--- src/rtl/mc_controller.sv ---
// mc_controller: multicycle control FSM for the 16-bit datapath.
// Sequences fetch/decode/execute and drives ALU function, mux selects and write strobes.
// Inputs : clk, reset (async, active-high), op[3:0], funct[2:0], zero
// Outputs: iord, memwrite, irwrite, pcen, regwrite, regdst, memtoreg, alusrca,
//          alusrcb[1:0], pcsrc[1:0], alucontrol[2:0], retire, illegal, state[3:0]
// Option : ILLEGAL_TRAP_EN -- illegal instructions halt the FSM instead of retiring as NOPs.
module mc_controller (
    input  logic       clk,
    input  logic       reset,
    input  logic [3:0] op,
    input  logic [2:0] funct,
    input  logic       zero,
    output logic       iord,
    output logic       memwrite,
    output logic       irwrite,
    output logic       pcen,
    output logic       regwrite,
    output logic       regdst,
    output logic       memtoreg,
    output logic       alusrca,
    output logic [1:0] alusrcb,
    output logic [1:0] pcsrc,
    output logic [2:0] alucontrol,
    output logic       retire,
    output logic       illegal,
    output logic [3:0] state
);

    typedef enum logic [3:0] {
        FETCH   = 4'd0,
        DECODE  = 4'd1,
        MEMADR  = 4'd2,
        MEMRD   = 4'd3,
        MEMWB   = 4'd4,
        MEMWR   = 4'd5,
        EXECUTE = 4'd6,
        ALUWB   = 4'd7,
        BRANCH  = 4'd8,
        ADDIEX  = 4'd9,
        ADDIWB  = 4'd10,
        JUMP    = 4'd11,
        HALT    = 4'd12
    } state_t;

    typedef struct packed {
        logic       iord;
        logic       memwrite;
        logic       irwrite;
        logic       pcwrite;
        logic       branch;
        logic       regwrite;
        logic       regdst;
        logic       memtoreg;
        logic       alusrca;
        logic [1:0] alusrcb;
        logic [1:0] pcsrc;
        logic [2:0] alucontrol;
        logic       retire;
    } ctl_t;

`ifdef ILLEGAL_TRAP_EN
    localparam logic   TRAP       = 1'b1;
    localparam state_t W_ILL_NEXT = HALT;
`else
    localparam logic   TRAP       = 1'b0;
    localparam state_t W_ILL_NEXT = FETCH;
`endif

    // Moore output decode for a given state; registered against the next state
    function automatic ctl_t f_decode(state_t s, logic [2:0] fn);
        ctl_t c;
        c            = '0;
        c.alucontrol = 3'b010;
        case (s)
            FETCH:   begin c.irwrite = 1'b1; c.pcwrite = 1'b1; c.alusrcb = 2'b01; end
            DECODE:  c.alusrcb = 2'b11;
            MEMADR:  begin c.alusrca = 1'b1; c.alusrcb = 2'b10; end
            MEMRD:   c.iord = 1'b1;
            MEMWB:   begin c.memtoreg = 1'b1; c.regwrite = 1'b1; c.retire = 1'b1; end
            MEMWR:   begin c.iord = 1'b1; c.memwrite = 1'b1; c.retire = 1'b1; end
            EXECUTE: begin c.alusrca = 1'b1; c.alucontrol = fn; end
            ALUWB:   begin c.regdst = 1'b1; c.regwrite = 1'b1; c.retire = 1'b1; end
            BRANCH:  begin c.alusrca = 1'b1; c.alucontrol = 3'b110; c.pcsrc = 2'b01; c.branch = 1'b1; c.retire = 1'b1; end
            ADDIEX:  begin c.alusrca = 1'b1; c.alusrcb = 2'b10; end
            ADDIWB:  begin c.regwrite = 1'b1; c.retire = 1'b1; end
            JUMP:    begin c.pcsrc = 2'b10; c.pcwrite = 1'b1; c.retire = 1'b1; end
            default: ;
        endcase
        return c;
    endfunction

    state_t r_state;
    state_t w_next;
    ctl_t   r_ctl;
    logic   r_illegal;
    logic   r_sw;
    logic   w_illegal;

    assign w_illegal = (op > 4'd5) || (op == 4'd0 && funct inside {3'b011, 3'b100, 3'b101});

    always_comb begin
        w_next = FETCH;
        case (r_state)
            FETCH:   w_next = DECODE;
            DECODE: begin
                if (w_illegal)
                    w_next = W_ILL_NEXT;
                else
                    case (op)
                        4'd0:       w_next = EXECUTE;
                        4'd1, 4'd2: w_next = MEMADR;
                        4'd3:       w_next = BRANCH;
                        4'd4:       w_next = ADDIEX;
                        default:    w_next = JUMP;
                    endcase
            end
            MEMADR:  w_next = r_sw ? MEMWR : MEMRD;
            MEMRD:   w_next = MEMWB;
            EXECUTE: w_next = ALUWB;
            ADDIEX:  w_next = ADDIWB;
            HALT:    w_next = HALT;
            default: w_next = FETCH;
        endcase
    end

    // funct is only consumed when leaving DECODE, so registering the decode of
    // w_next samples it exactly there; r_sw captures the LW/SW split the same way
    always_ff @(posedge clk or posedge reset) begin
        if (reset) begin
            r_state   <= FETCH;
            r_ctl     <= f_decode(FETCH, 3'b000);
            r_illegal <= 1'b0;
            r_sw      <= 1'b0;
        end else begin
            r_state <= w_next;
            r_ctl   <= f_decode(w_next, funct);
            if (r_state == DECODE) begin
                r_sw <= (op == 4'd2);
                if (TRAP && w_illegal)
                    r_illegal <= 1'b1;
            end
        end
    end

    // Write strobes are gated by reset so nothing fires while reset is held
    assign iord       = r_ctl.iord;
    assign memwrite   = r_ctl.memwrite & ~reset;
    assign irwrite    = r_ctl.irwrite & ~reset;
    assign regwrite   = r_ctl.regwrite & ~reset;
    assign pcen       = (r_ctl.pcwrite | (r_ctl.branch & zero)) & ~reset;
    assign regdst     = r_ctl.regdst;
    assign memtoreg   = r_ctl.memtoreg;
    assign alusrca    = r_ctl.alusrca;
    assign alusrcb    = r_ctl.alusrcb;
    assign pcsrc      = r_ctl.pcsrc;
    assign alucontrol = r_ctl.alucontrol;
    // An illegal NOP retires in DECODE itself, which is only known once op is visible
    assign retire     = r_ctl.retire | (!TRAP && r_state == DECODE && w_illegal);
    assign illegal    = r_illegal;
    assign state      = r_state;

endmodule

--- config.mk ---
export PLATFORM = sky130hd
export DESIGN_NAME = mc_controller
export DESIGN_NICKNAME = d
export VERILOG_FILES = /design/src/rtl/mc_controller.sv
export SDC_FILE = /design/constraint.sdc
export NUM_CORES = 1
export LEC_CHECK = 0
export ABC_AREA = 1
export CORE_MARGIN = 5
export CORE_UTILIZATION = 45
export DETAILED_ROUTE_END_ITERATION = 12
export PLACE_DENSITY = 0.75
export SLEW_MARGIN = 5
export SYNTH_ARGS = -nofsm -noshare
export SYNTH_HDL_FRONTEND = slang
export SYNTH_SLANG_ARGS = --single-unit
export TNS_END_PERCENT = 20
--- constraint.sdc ---
create_clock -name clk -period 1.6 [get_ports clk]
set_clock_uncertainty 0.05 [all_clocks]
set_input_delay 0.32 -clock clk [delete_from_list [all_inputs] [get_ports clk]]
set_output_delay 0.32 -clock clk [all_outputs]
set_load 0.05 [all_outputs]
==> impl_results.md <==
- Run status: finished with violations
- Failing checks: setup timing
- Mapped Cells: 137
- Final Slew Violations: 0
- Tot GR Track Use: 0.173
- Final Instance Area: 1880 um2
- Vias in the first global route: 1,034
- Gr ovfl total: 0
- CTS tree: built
- Effective utilization at floorplan: 0.473
- Post-synthesis adder-cell area fraction: 0
- RSZ-0062 raised after global routing: true
- Xor and xnor area share after synthesis: 0
- EDFF count, synth: 0
- Final setup violation count: 1
- Clk buf depth: 2
- Commonest cells after routing, fill and taps aside: 23 x buf_4, 18 x nand2_1, 17 x inv_1, 17 x buf_12, 14 x dfrtp_1
- Die H: 61.0 um
- IO buf count: 29
- Routability cong.: 0.882
- Post-synthesis sequential area ratio: 0.474
- Via density per instance: 4.87
- Max-cap violations: 0
- Synth Area in Simple Gates: 0.350
- Io pins: 31
- Worst Setup End Kind: primary output
- Mux contribution to synthesized area: 0
- Pin count of the biggest net entering global routing: 23
- Setup CP Type: register to primary output
- Root buffer cell: clkbuf_4
- Largest family of logic cells by synthesized area: simple AND/OR/NAND/NOR gates
- Dpl cell area: 1650 um2
- Critical path data required time: 1.23 ns
- CP Max Fanout: 2
- Synth Register Bits: 22
- Pwr dens: 2070 nW/um2
- Skew-Pair Late Insertion Delay: 0.31 ns
- Pre-CTS WS: -0.337 ns
- Finished Layout Cells: 212
- Post-Route WL: 2900 um
- Clock-pin slew on the worst setup and hold paths: 0.13 ns
- Remaining DRCs: 0
- Post-synth ARST share: 1.00
- Period minus WS final: 1.68 ns
- Worst setup SP type: register
- Share of layout cells above drive strength 1: 0.522
- Placed Instances: 194
- Synthesized net count: 147
- Hold WC Path Type: primary input to asynchronous set/reset pin
- Hold Vio Cnt, Final: 0
- Antenna Nets Post-Route: 0
- Final setup TNS: -0.0753 ns
- Final setup margin: -0.0753 ns
- Cell variety after synth: 27
- TritonRoute pass-1 iters: 4
- Total power: 3.89 mW
- Die Wd: 61.0 um
- CTS Buf Count: 3
- Initial antenna violation count: 0
- Area of the mapped netlist: 1170 um2
- Post-Syn Area per Cell: 8.56 um2
- Leak: 0.961 nW
- Cells on worst reg2reg path: 9
- Main synth FF type: dfrtp_1
- Peak supply drop: 1.46 mV
- Commonest non-fill, non-tap cell in the layout: buf_4
- Synthesis Warnings: 1
- First-pass GRT wire length: 4710 um
- Diode count: 0
- DIE AREA: 3730 um2
- Vias: 1,032
- Fmax: 597 MHz
- Period utilisation layout: 1.05
- # clock sinks: 22
- DP Wirelength: 2080 um
- Compound-gate portion of the synthesized area: 0.0427
- Area Overhead vs Synth: 60.0%
- Core Area: 2480 um2
- Worst path arrival time: 1.31 ns
- H-tree depth: 1
- Num rows: 18
- DR iter-0 viols: 26
- Wire per inst: 13.7 um
- Nets@finish: 193
metrics by stage:
step           utilization  hold slack, ns
3_5_place_dp         0.668           0.522
2_1_floorplan            -           0.256
6_report             0.757           0.114
4_1_cts              0.726           0.316
5_1_grt              0.757           0.146
3_3_place_gp         0.668           0.511
cell usage after synthesis (2+ instances only):
cell	n	area, um2
nor2_2	7	43.8
nor2_4	3	33.8
nand3_2	3	30.0
nand2_4	3	33.8
inv_2	4	15.0
nor2_1	15	56.3
buf_4	8	60.1
dfstp_2	4	105
nand2_1	22	82.6
inv_1	19	71.3
a21oi_1	3	15.0
nand3_1	13	65.1
dfrtp_1	18	450
nand2_2	2	12.5
what timing repair did:
action | in CTS | in global routing
pin swaps | 5 | 7
endpoints found under the setup margin | 4 | 16
hold buffers | 0 | 0
gates resized for setup | 15 | 14
setup buffers | 10 | 4
registers in the layout, summed over array words and instances (netlist names):
name,count
memtoreg,1
alusrca,1
regdst,1
r_ctl,6
r_sw,1
state,4
iord,1
alucontrol,3
pcsrc,2
alusrcb,2
final cells by class:
cell class / count / area [um2]
fillers: 165 / 602
repair buffers: 49 / 597
flip-flops and latches: 22 / 561
multi-input cells: 83 / 533
inverters: 24 / 95.1
well taps: 30 / 37.5
clock inverters: 1 / 30.0
clock buffers: 3 / 22.5
report_power, final:
part	internal, mW	switching (mW)
combinational	1.07	1.50
sequential	0.775	0.121
clock	0.253	0.169
total	2.10	1.79
worst paths after layout:
path	start	endpoint	slack, ns
max	state[0]	retire	-0.08
min	reset	pcsrc[1]	0.11
max reg2reg	state[3]	r_ctl[0]	0.01
min reg2reg	state[1]	r_ctl[11]	0.59
max in group asynchronous	reset	alucontrol[1]	1.11
min in group clk	funct[0]	alucontrol[0]	0.31
kinds of logic after synthesis:
logic type / Yosys count
AO/OA/AOI/OAI: 8
AND/OR/NAND/NOR: 74
flip-flops: 22
buffers and inverters: 32
other: 1
critical path: stages (launching register included):
cell and delay, ns:
dfrtp_2 0.43, inv_2 0.08, nor2_4 0.05, nand2_4 0.08, inv_4 0.03, a21o_4 0.19
buf_12 0.14
metal layers:
metal  up-vias  track usage  share of wire
li1        506            -              -
met1       489        0.192           0.38
met2        33        0.341           0.57
met3         4       0.0147          0.044
met4         0       0.0557          0.012
met5         -            0              0
Note: power is estimated with default switching activity, not from simulation.
